--- src/rtl/handshake_defs.sv ---
// Shared definitions for the req/ack clock-crossing handshake.
// State encodings, default widths and synchroniser depth limits.
package handshake_defs;

  typedef enum logic {
    IDLE = 1'b0,
    ACK  = 1'b1
  } state_t;

  localparam int N_DEF     = 8;
  localparam int CNT_W_DEF = 16;
  localparam int SYNC_DEF  = 2;
  localparam int SYNC_MIN  = 2;
  localparam int SYNC_MAX  = 4;

endpackage

--- src/rtl/handshake_sync.sv ---
// Level synchroniser: STAGES-deep flop chain, sync reset to 0.
// Ports: clk, rst (sync, active high), d (async level), q (synced level).
module handshake_sync
  import handshake_defs::*;
#(
  parameter int STAGES = SYNC_DEF
) (
  input  logic clk,
  input  logic rst,
  input  logic d,
  output logic q
);

  logic [STAGES-1:0] chain;

  always_ff @(posedge clk) begin
    if (rst) begin
      chain <= '0;
    end else begin
      chain <= {chain[STAGES-2:0], d};
    end
  end

  assign q = chain[STAGES-1];

  if (STAGES < SYNC_MIN || STAGES > SYNC_MAX) begin : g_bad_depth
    $error("handshake_sync: STAGES out of range 2..4");
  end

endmodule

--- src/rtl/handshake_receiver.sv ---
// Receive side of a 4-phase req/ack crossing with a valid/ready output.
// Ports: clk_r, rst, req_in, data_in -> ack_out, data_out, valid, xfer_cnt; ready from consumer.
module handshake_receiver
  import handshake_defs::*;
#(
  parameter int N           = N_DEF,
  parameter int SYNC_STAGES = SYNC_DEF,
  parameter int CNT_W       = CNT_W_DEF
) (
  input  logic             clk_r,
  input  logic             rst,
  input  logic             req_in,
  input  logic [N-1:0]     data_in,
  output logic             ack_out,
  output logic [N-1:0]     data_out,
  output logic             valid,
  input  logic             ready,
  output logic [CNT_W-1:0] xfer_cnt
);

  state_t state;
  state_t state_nx;
  logic   req_s;
  logic   out_free;
  logic   capture;
  logic   pop;

  handshake_sync #(
    .STAGES (SYNC_STAGES)
  ) u_req_sync (
    .clk (clk_r),
    .rst (rst),
    .d   (req_in),
    .q   (req_s)
  );

  // ack is a dedicated flop mirroring the next state, so the
  // sender never sees a combinational glitch.
  always_ff @(posedge clk_r) begin
    if (rst) begin
      state   <= IDLE;
      ack_out <= 1'b0;
    end else begin
      state   <= state_nx;
      ack_out <= (state_nx == ACK);
    end
  end

  always_comb begin
    state_nx = state;
    unique case (state)
      IDLE: if (capture) state_nx = ACK;
      ACK:  if (!req_s)  state_nx = IDLE;
    endcase
  end

  // A full, unpopped output slot holds off the capture, which
  // in turn holds off ack and stalls the sender.
  always_comb begin
    out_free = ~valid | ready;
    capture  = (state == IDLE) & req_s & out_free;
    pop      = valid & ready;
  end

  always_ff @(posedge clk_r) begin
    if (rst) begin
      data_out <= '0;
      valid    <= 1'b0;
      xfer_cnt <= '0;
    end else if (capture) begin
      data_out <= data_in;
      valid    <= 1'b1;
      xfer_cnt <= xfer_cnt + 1'b1;
    end else if (pop) begin
      valid    <= 1'b0;
    end
  end

endmodule

--- config.mk ---
export PLATFORM = sky130hd
export DESIGN_NAME = handshake_receiver
export DESIGN_NICKNAME = d
export VERILOG_FILES = /design/src/rtl/handshake_defs.sv /design/src/rtl/handshake_sync.sv /design/src/rtl/handshake_receiver.sv
export SDC_FILE = /design/constraint.sdc
export NUM_CORES = 1
export LEC_CHECK = 0
export CAP_MARGIN = 25
export CORE_MARGIN = 4
export CORE_UTILIZATION = 40
export CTS_CLUSTER_DIAMETER = 100
export DETAILED_ROUTE_END_ITERATION = 10
export PLACE_DENSITY = 0.7
export SYNTH_ARGS = -nofsm -noshare
export SYNTH_HDL_FRONTEND = slang
export SYNTH_SLANG_ARGS = --single-unit
--- constraint.sdc ---
create_clock -name clk_r -period 2.1 [get_ports clk_r]
set_input_delay 0.42 -clock clk_r [delete_from_list [all_inputs] [get_ports clk_r]]
set_output_delay 0.42 -clock clk_r [all_outputs]
set_load 0.05 [all_outputs]
==> results of run 1 <==
==> worst min-delay path by stage <==
stage | slack (ns) | start | depth (start not counted) | endpoint
floorplan | 0.41 | u_req_sync.chain[0]$_SDFF_PP0_ | 1 | u_req_sync.chain[1]$_SDFF_PP0_
detailed placement | 0.44 | u_req_sync.chain[0]$_SDFF_PP0_ | 1 | u_req_sync.chain[1]$_SDFF_PP0_
global route | 0.49 | u_req_sync.chain[0]$_SDFF_PP0_ | 1 | u_req_sync.chain[1]$_SDFF_PP0_
finish | 0.46 | u_req_sync.chain[0]$_SDFF_PP0_ | 1 | u_req_sync.chain[1]$_SDFF_PP0_
CTS | 0.47 | u_req_sync.chain[0]$_SDFF_PP0_ | 1 | u_req_sync.chain[1]$_SDFF_PP0_
global placement | 0.43 | u_req_sync.chain[0]$_SDFF_PP0_ | 1 | u_req_sync.chain[1]$_SDFF_PP0_
==> Yosys cell counts, drive strengths merged <==
library cell,count,area (um2)
dfxtp,28,561
mux2,2,22.5
or3,3,18.8
and3,1,6.26
buf,4,31.3
and4,1,8.76
nor3,2,10.0
nand2b,2,20.0
clkbuf,2,7.51
nand4b,1,8.76
nand4,4,25.0
nand2,25,93.8
ha,1,12.5
or4,3,22.5
o21ai,3,15.0
o31ai,3,22.5
nand3,3,15.0
a21oi,16,80.1
or4b,1,10.0
nor4b,1,8.76
nor2b,5,31.3
and2b,1,7.51
nor4,1,6.26
nor2,12,45.0
xor2,3,26.3
nor3b,1,7.51
xnor2,4,35.0
==> sequential cells by signal (all words and copies together) (netlist names) <==
signal,flops
valid,1
state,1
u_req_sync.chain,2
xfer_cnt,16
data_out,8
==> kinds of logic (layout without fill, tap and decap cells) <==
logic type / count (synthesis) / count (layout) / share of synthesized area
compound gates: 22 / 22 / 0.102
xor+xnor: 7 / 7 / 0.0529
fa+ha+maj: 1 / 1 / 0.0108
buf+inv: 6 / 49 / 0.0335
flops: 28 / 28 / 0.484
mux: 2 / 2 / 0.0194
simple gates: 67 / 67 / 0.298
==> stage by stage <==
step	cells	setup WS (ns)	utilization
floorplan	133	0.0657	-
global placement	203	-0.113	0.580
detailed placement	203	-0.176	0.580
CTS	207	0.0539	0.599
global route	207	0.0141	0.601
finish	207	0.0816	0.601
==> power groups by stage <==
stage / Clock (mW) / Combinational (mW) / Sequential (mW)
floorplan: 0 / 0.0285 / 0.586
global placement: 0 / 0.0995 / 0.559
detailed placement: 0 / 0.100 / 0.560
CTS: 0.358 / 0.101 / 0.548
global route: 0.377 / 0.107 / 0.550
finish: 0.353 / 0.0999 / 0.548
==> routing by layer <==
| layer | vias to the layer above | global-route usage | wire length [um] |
|---|---|---|---|
| li1 | 545 | - | - |
| met3 | 5 | 0.0289 | 126 |
| met1 | 486 | 0.203 | 1290 |
| met5 | - | 0 | 0 |
| met2 | 25 | 0.238 | 1170 |
| met4 | 0 | 0.0545 | 38 |
==> final cells by class <==
class	count	area (um2)	share of cell area
Tap cell	31	38.8	0.0234
Sequential cell	28	572	0.345
Clock buffer	3	22.5	0.0136
Timing Repair Buffer	45	435	0.263
Multi-Input combinational cell	99	559	0.337
Clock inverter	1	30.0	0.0181
==> summary.md, run 1 <==
| Metric | Value |
|---|---|
| Initial core utilization | 0.420 |
| Clock Root Buffer | clkbuf_4 |
| Register area share after synthesis | 0.484 |
| Slew Viols, Final | 0 |
| Setup crit end kind | output port |
| Slew @ Worst Pin | 0.509 ns |
| Leak pwr | 0.605 nW |
| Register-to-Register Path Depth | 5 |
| DR vias | 1,061 |
| Most common cell after layout, fill and taps aside | clkdlybuf4s50_1 |
| Mapped Cells | 133 |
| Part of the power in registers | 0.548 |
| Placed Area | 1600 um2 |
| Max rail drop VDD | 573 uV |
| H-tree levels | 1 |
| Min Tclk post-route | 2.02 ns |
| Switching share of power | 0.221 |
| Port-buffer cells | 37 |
| Number of buffers created by CTS | 3 |
| Mean Syn Cell Area | 8.71 um2 |
| Core Area | 2760 um2 |
| DRC Markers | 0 |
| Reg clk slew, reported paths | 0.14 ns |
| RSZ-0062 raised after global routing | false |
| Synth Net Count | 146 |
| Setup repair bufs after CTS | 0 |
| Yosys reg bits | 28 |
| Pin count of the biggest net entering global routing | 17 |
| Crit-path slowest cell | clkdlybuf4s50_1 |
| Number of antenna-violating nets in the routed design | 0 |
| Library cells used by synthesis | 30 |
| Clock Tree Buf Depth | 2 |
| Worst R2R Setup Slack | 0.22 ns |
| Die Y-Extent | 61.8 um |
| CTS hold repair buffers | 0 |
| Reg-to-reg startpoint | xfer_cnt[6]$_SDFFE_PP0P_ |
| Status | complete, no violations |
| Arr. time, crit path | 1.60 ns |
| RD Place Congestion | 0.805 |
| First drt pass iteration count | 3 |
| Worst path depth | 1 |
| Initial antenna violation count | 0 |
| Total power | 1.00 mW |
| DR vias/cell | 5.13 |
| DRT Wirelength | 2620 um |
| Net count reported at finish | 190 |
| Clk network pwr share | 0.353 |
| Worst path max stage delay | 0.84 ns |
| Top Family by Delay on Critical Path | buffers and inverters |
| Clock latency on the worst-skew pair | 0.34 ns |
| Max-slew headroom | 0.660 |
| Final hold slack | 0.462 ns |
| CP Launch Type | flip-flop |
| Max Fclk | 495 MHz |
| ANT cells | 0 |
| R2r endpoint | xfer_cnt[9]$_SDFFE_PP0P_ |
| Setup Total Neg Slack | 0 ns |
| Drt first-iter violations | 37 |
| Routed WL per cell | 12.6 um |
| Most frequent cells in the layout | clkdlybuf4s50_1 (35), nand2_1 (25), dfxtp_1 (19) |
| Final hold viol count | 0 |
| Tightest Hold Check Type | flip-flop to flip-flop |
| Max Cap Viol | 0 |
| Gate power share | 0.100 |
| Gr usage total | 0.150 |
| Die area | 3820 um2 |
| Finished layout cell area | 1660 um2 |
| First-pass GRT wire length | 4410 um |
| Vias in the first global route | 1,050 |
| Final Setup Violations | 0 |
| Kind of critical path | flip-flop to output port |
| Area growth from synthesis to layout | 43.1% |
| Gr ovfl total | 0 |
| Crit-path cells | clkdlybuf4s50_1 |
| # clock sinks | 28 |
| P per Cell Area | 604 nW/um2 |
| Worst EP required | 1.68 ns |
| Setup crit end | xfer_cnt[10] |
| Switching power total | 221 uW |
| Site Rows | 19 |
| Setup crit start | xfer_cnt[10]$_SDFFE_PP0P_ |
| Synth Cell Area | 1160 um2 |
| CTS tree | done |
| Crit Path Max Fanout | 6 |
| Int Pwr | 779 uW |
| Syn. warnings | 0 |
| Layout cell share with drive strength beyond 1 | 0.136 |
| DP HPWL | 1990 um |
| Ports | 38 |
| # fillers | 257 |
| DIE WIDTH | 61.8 um |
| Post-CTS sizing | 0 |
| Buf/Inv on CP | 1 |
| Fin crit share | 0.961 |
| Fin Clk Skew | 0.0122 ns |
Note: power is estimated with default switching activity, not from simulation.
==> run 2, diff against run 1 <==
--- a/config.mk
+++ b/config.mk
@@ -9,6 +9,7 @@
 export CORE_MARGIN = 4
 export CORE_UTILIZATION = 40
 export CTS_CLUSTER_DIAMETER = 100
+export CTS_CLUSTER_SIZE = 14
 export DETAILED_ROUTE_END_ITERATION = 10
 export PLACE_DENSITY = 0.7
 export SYNTH_ARGS = -nofsm -noshare
==> constraint.sdc (replaced) <==
create_clock -name clk_r -period 2.1 [get_ports clk_r]
set_input_delay 0.21 -clock clk_r [delete_from_list [all_inputs] [get_ports clk_r]]
set_output_delay 0.21 -clock clk_r [all_outputs]
set_load 0.05 [all_outputs]
==> run 2 against run 1 <==
Against the previous run:
- combinational power about the same
- utilization down 1.0 points
- design area down 1.7%
- largest power group unchanged
- sequential share of layout area up 0.58 points
- die area unchanged
- sequential power about the same
- critical endpoint is now xfer_cnt[7]
==> summary.md, run 2 (same netlist as run 1, synthesis figures left out) <==
| Metric | Value |
|---|---|
| P per Cell Area | 609 nW/um2 (+0.93%) |
| CTS tree | done |
| Slew @ Worst Pin | 0.508 ns (-0.00144 ns) |
| Buf/Inv on CP | 1 (unchanged) |
| Hold wc startpoint | data_in[2] |
| CTS hold repair buffers | 0 (unchanged) |
| # clock sinks | 28 (unchanged) |
| Crit Path Max Fanout | 7 (+1) |
| Gr ovfl total | 0 (unchanged) |
| Clock latency on the worst-skew pair | 0.32 ns (-0.02 ns) |
| Routed WL per cell | 13.5 um (+6.9%) |
| Fin Clk Skew | 0.00755 ns (-0.00463 ns) |
| Most used routing layer | met2 |
| Vias in the first global route | 1,035 (-1.4%) |
| Die area | 3820 um2 (unchanged) |
| Port-buffer cells | 37 (unchanged) |
| Largest registers | xfer_cnt: 16 flops, data_out: 8 flops, u_req_sync.chain: 2 flops |
| Reg clk slew, reported paths | 0.15 ns (about the same) |
| Reg-to-reg startpoint | xfer_cnt[3]$_SDFFE_PP0P_ |
| Layout cell share with drive strength beyond 1 | 0.121 (-0.0150) |
| Tightest Hold Check Type | input port to flip-flop |
| Core Area | 2760 um2 (unchanged) |
| Die Y-Extent | 61.8 um (unchanged) |
| ANT cells | 0 (unchanged) |
| Max Fclk | 526 MHz (+6.2%) |
| Most frequent cells in the layout | clkdlybuf4s50_1 (37), nand2_1 (25), dfxtp_1 (19) |
| Hold endpoint | data_out[2]$_SDFFE_PP0P_ |
| Fin crit share | 0.905 (-0.0563) |
| RD Place Congestion | 0.796 (-1.1%) |
| Ports | 38 (unchanged) |
| Final hold viol count | 0 (unchanged) |
| Max rail drop VDD | 433 uV (-25%) |
| DP Worst Slack | 0.0360 ns (+0.212 ns) |
| H-tree levels | 1 (unchanged) |
| Met2 Track Usage GR | 0.263 (+0.0254) |
| Drt first-iter violations | 44 (+19%) |
| Max reg flops | 16 (unchanged) |
| DRT Wirelength | 2760 um (+5.3%) |
| Met3 Resource Use GR | 0.0393 (+0.0103) |
| Gr usage total | 0.148 (-0.00159) |
| Setup crit end kind | output port |
| DR vias | 1,080 (+1.8%) |
| CP Launch Type | flip-flop |
| Setup Total Neg Slack | 0 ns (unchanged) |
| R2r endpoint | xfer_cnt[11]$_SDFFE_PP0P_ |
| Top Family by Delay on Critical Path | buffers and inverters |
| Setup repair bufs after CTS | 0 (unchanged) |
| Status | complete, no violations |
| Pin count of the biggest net entering global routing | 17 (unchanged) |
| Max Cap Viol | 0 (unchanged) |
| RSZ-0062 raised after global routing | false |
| Final cell count without fillers | 204 (-1.4%) |
| Worst setup margin | 0.200 ns (+0.118 ns) |
| Hold Path Depth | 3 (+2) |
| Arr. time, crit path | 1.69 ns (+0.09 ns) |
| Crit-path cells | clkdlybuf4s50_1 |
| Leak pwr | 0.554 nW (-8.5%) |
| Total power | 993 uW (-0.74%) |
| First-pass GRT wire length | 4350 um (-1.4%) |
| Number of antenna-violating nets in the routed design | 0 (unchanged) |
| Final Setup Violations | 0 (unchanged) |
| Worst EP required | 1.89 ns (+0.21 ns) |
| Site Rows | 19 (unchanged) |
| Slew Viols, Final | 0 (unchanged) |
| # fillers | 254 (-1.2%) |
| Kind of critical path | flip-flop to output port |
| Worst path max stage delay | 0.87 ns (+0.03 ns) |
| Initial core utilization | 0.420 (unchanged) |
| Placed cells | 200 (-1.5%) |
| Worst R2R Setup Slack | 0.25 ns (+0.03 ns) |
| Register-to-Register Path Depth | 5 (unchanged) |
| Initial antenna violation count | 0 (unchanged) |
| DRC Markers | 0 (unchanged) |
| First drt pass iteration count | 4 (+1) |
| Clock Root Buffer | clkbuf_4 |
| DP HPWL | 2070 um (+4.0%) |
| Top reg by flops | xfer_cnt |
| Min Tclk post-route | 1.90 ns (-0.118 ns) |
| DIE WIDTH | 61.8 um (unchanged) |
| Area growth from synthesis to layout | 40.7% |
| Crit-path slowest cell | clkdlybuf4s50_1 |
| Max-slew headroom | 0.660 (about the same) |
| Most common cell after layout, fill and taps aside | clkdlybuf4s50_1 |
| Post-CTS sizing | 0 (unchanged) |
| Number of buffers created by CTS | 3 (unchanged) |
| Clock Tree Buf Depth | 2 (unchanged) |
| Global routing usage on met1 | 0.178 (-0.0250) |
| Net count reported at finish | 187 (-1.6%) |
| DR vias/cell | 5.29 (+3.3%) |
-- run 2: worst max-delay path by stage --
stage,to,cells after the start,from
after floorplan,xfer_cnt[13]$_SDFFE_PP0P_,5,xfer_cnt[3]$_SDFFE_PP0P_
after global placement,xfer_cnt[9]$_SDFFE_PP0P_,6,ready
after detailed placement,xfer_cnt[15]$_SDFFE_PP0P_,5,ready
after CTS,xfer_cnt[7],1,xfer_cnt[7]$_SDFFE_PP0P_
after global routing,xfer_cnt[7],1,xfer_cnt[7]$_SDFFE_PP0P_
final,xfer_cnt[7],1,xfer_cnt[7]$_SDFFE_PP0P_
-- run 2: layer usage --
metal / routed length (um) / share of wire / vias to the layer above
li1: - / - / 543
met1: 1240 / 0.45 / 503
met2: 1310 / 0.47 / 30
met3: 181 / 0.066 / 4
met4: 28 / 0.010 / 0
met5: 0 / 0 / -
-- run 2: through the flow --
| step | area (um2) | utilization | hold slack, ns |
|---|---|---|---|
| detailed placement | 1580 | 0.572 | 0.430 |
| CTS | 1630 | 0.591 | 0.403 |
| finish | 1630 | 0.591 | 0.416 |
| global route | 1630 | 0.591 | 0.405 |
| floorplan | 1170 | - | 0.338 |
| global placement | 1580 | 0.572 | 0.429 |
-- run 2: layout make-up --
type | count | area [um2] | area share
Clock buffer | 3 | 22.5 | 0.0138
Tap cell | 31 | 38.8 | 0.0238
Sequential cell | 28 | 572 | 0.351
Clock inverter | 1 | 30.0 | 0.0184
Multi-Input combinational cell | 99 | 559 | 0.343
Timing Repair Buffer | 42 | 408 | 0.250
-- run 2: worst min-delay path: cells and delay by family --
kind            cells  cell delay, ns
compound gates      1            0.05
simple gates        1            0.05
buf+inv             1            0.39
-- run 2: power by group --
group / leakage, nW / internal [mW] / switching (mW) / total, mW
Sequential: 0.231 / 0.541 / 0.00646 / 0.548
Clock: 0.0279 / 0.193 / 0.153 / 0.346
Combinational: 0.294 / 0.0437 / 0.0560 / 0.0997
Total: 0.554 / 0.778 / 0.215 / 0.993
==> run 3, diff against run 2 <==
--- a/config.mk
+++ b/config.mk
@@ -7,11 +7,11 @@
 export LEC_CHECK = 0
 export CAP_MARGIN = 25
 export CORE_MARGIN = 4
-export CORE_UTILIZATION = 40
+export CORE_UTILIZATION = 44
 export CTS_CLUSTER_DIAMETER = 100
 export CTS_CLUSTER_SIZE = 14
 export DETAILED_ROUTE_END_ITERATION = 10
-export PLACE_DENSITY = 0.7
+export PLACE_DENSITY = 0.76
 export SYNTH_ARGS = -nofsm -noshare
 export SYNTH_HDL_FRONTEND = slang
 export SYNTH_SLANG_ARGS = --single-unit
==> run 3 against run 2 <==
Against the previous run:
- hold slack is essentially flat
- flip-flop and latch count unchanged
- critical path depth increased by 3
- non-clock buffer count is 1 lower
- die area is 7.9% lower
- clock power decreased by 26%
==> summary.md, run 3 (same netlist as run 1, synthesis figures left out) <==
| Metric | Value |
|---|---|
| Top reg by flops | xfer_cnt |
| Port-buffer cells | 37 (unchanged) |
| # clock sinks | 28 (unchanged) |
| Crit Path Max Fanout | 5 (-2) |
| Fin Clk Skew | 0.00113 ns (-0.00641 ns) |
| DIE WIDTH | 59.3 um (-4.1%) |
| Max Cap Viol | 0 (unchanged) |
| # fillers | 228 (-10%) |
| CTS tree | done |
| Clock Tree Buf Depth | 2 (unchanged) |
| ANT cells | 0 (unchanged) |
| Core Area | 2500 um2 (-9.3%) |
| Final cell count without fillers | 202 (-0.98%) |
| Final hold slack | 0.415 ns (-0.0000610 ns) |
| Most common cell after layout, fill and taps aside | clkdlybuf4s50_1 |
| Clock latency on the worst-skew pair | 0.32 ns (about the same) |
| Ports | 38 (unchanged) |
| Area growth from synthesis to layout | 38.6% |
| Reg clk slew, reported paths | 0.14 ns (about the same) |
| Drt first-iter violations | 21 (-52%) |
| P per Cell Area | 561 nW/um2 (-7.9%) |
| Site Rows | 18 (-1) |
| Die Y-Extent | 59.3 um (-4.1%) |
| Int Pwr | 690 uW (-11%) |
| Worst EP required | 2.36 ns (+0.47 ns) |
| Post-CTS sizing | 0 (unchanged) |
| Crit-path cells | and4_1, or4b_1, or4_1, a21oi_1 |
| Initial antenna violation count | 0 (unchanged) |
| Tightest Hold Check Type | input port to flip-flop |
| H-tree levels | 1 (unchanged) |
| Max reg flops | 16 (unchanged) |
| DP Worst Slack | -0.0282 ns (-0.0642 ns) |
| Number of antenna-violating nets in the routed design | 0 (unchanged) |
| Part of the power in registers | 0.608 (+0.056) |
| Gr ovfl total | 0 (unchanged) |
| Status | complete, no violations |
| Clk network pwr share | 0.283 (-0.065) |
| Max-slew headroom | 0.656 (-0.00448) |
| Setup repair bufs after CTS | 0 (unchanged) |
| RSZ-0062 raised after global routing | false |
| Placed cells | 198 (-1.0%) |
| Max Fclk | 522 MHz (-0.87%) |
| DR vias | 1,061 (-1.8%) |
| Setup crit end kind | flip-flop |
| Routed WL per cell | 13.0 um (-3.8%) |
| Crit-path slowest cell | or4_1 |
| Clock Root Buffer | clkbuf_4 |
| Most frequent cells in the layout | clkdlybuf4s50_1 (37), nand2_1 (25), dfxtp_1 (19) |
| RD Place Congestion | 0.763 (-4.2%) |
| CTS hold repair buffers | 0 (unchanged) |
| DR vias/cell | 5.25 (-0.79%) |
| Kind of critical path | flip-flop to flip-flop |
| DRT Wirelength | 2620 um (-4.8%) |
| Number of buffers created by CTS | 3 (unchanged) |
| Final hold viol count | 0 (unchanged) |
| Gate power share | 0.109 (+0.009) |
| CP Launch Type | flip-flop |
| First drt pass iteration count | 4 (unchanged) |
| Net count reported at finish | 186 (-0.53%) |
| Fin crit share | 0.913 (+0.00792) |
| Slew @ Worst Pin | 0.514 ns (+0.00670 ns) |
| Switching share of power | 0.234 (+0.0174) |
| First-pass GRT wire length | 4220 um (-3.0%) |
| Slew Viols, Final | 0 (unchanged) |
| Gr usage total | 0.155 (+0.00708) |
| Switching power total | 211 uW (-2.1%) |
| Final Setup Violations | 0 (unchanged) |
| Pin count of the biggest net entering global routing | 18 (+1) |
| DP HPWL | 2030 um (-1.8%) |
| Arr. time, crit path | 2.18 ns (+0.49 ns) |
| Setup Total Neg Slack | 0 ns (unchanged) |
| Min Tclk post-route | 1.92 ns (+0.0166 ns) |
| Largest registers | xfer_cnt: 16 flops, data_out: 8 flops, u_req_sync.chain: 2 flops |
| Worst path max stage delay | 0.54 ns (-0.33 ns) |
| Vias in the first global route | 1,007 (-2.7%) |
| Leak pwr | 0.542 nW (-2.1%) |
| Initial core utilization | 0.463 (+0.0433) |
| Worst setup margin | 0.183 ns (-0.0166 ns) |
| DRC Markers | 0 (unchanged) |
| Layout cell share with drive strength beyond 1 | 0.116 (-0.00511) |
| Max rail drop VDD | 398 uV (-7.9%) |
| Die area | 3520 um2 (-7.9%) |
run 3: routing by layer:
| layer | vias to the layer above | track usage | part of all wire |
|---|---|---|---|
| met5 | - | 0 | 0 |
| met4 | 0 | 0.0485 | 0.0057 |
| met3 | 2 | 0.0283 | 0.053 |
| met2 | 25 | 0.268 | 0.49 |
| met1 | 490 | 0.194 | 0.45 |
| li1 | 544 | - | - |
run 3: metrics by stage:
| step | area (um2) | total power, mW | utilization |
|---|---|---|---|
| floorplan | 1170 | 0.615 | - |
| finish | 1610 | 0.900 | 0.642 |
| global route | 1610 | 0.941 | 0.642 |
| detailed placement | 1570 | 0.658 | 0.628 |
| global placement | 1570 | 0.655 | 0.628 |
| CTS | 1610 | 0.911 | 0.642 |
run 3: critical path: cells and delay by family (launching register included):
family,cells,cell delay [ns]
AOI/OAI and AO/OA,1,0.16
DFF,1,0.39
and+or+nand+nor,3,1.32
run 3: layout make-up:
type | count | area, um2 | share of cell area
Timing Repair Buffer | 41 | 400 | 0.249
Multi-Input combinational cell | 99 | 559 | 0.348
Clock buffer | 4 | 36.3 | 0.0226
Sequential cell | 28 | 572 | 0.356
Tap cell | 30 | 37.5 | 0.0234
run 3: path summary, 6_finish.rpt:
path / to / slack (ns) / start / depth (start not counted)
setup / recovery: xfer_cnt[13]$_SDFFE_PP0P_ / 0.18 / xfer_cnt[6]$_SDFFE_PP0P_ / 4
hold / removal: data_out[7]$_SDFFE_PP0P_ / 0.42 / data_in[7] / 3
setup reg to reg: xfer_cnt[13]$_SDFFE_PP0P_ / 0.18 / xfer_cnt[6]$_SDFFE_PP0P_ / 4
hold reg to reg: u_req_sync.chain[1]$_SDFF_PP0_ / 0.46 / u_req_sync.chain[0]$_SDFF_PP0_ / 1
run 3: power by group through the flow:
stage	Clock [mW]	Combinational [mW]	Sequential [mW]
after global routing	0.287	0.104	0.550
after global placement	0	0.0965	0.559
after floorplan	0	0.0285	0.586
after CTS	0.265	0.0987	0.548
after detailed placement	0	0.0983	0.559
final	0.255	0.0979	0.548
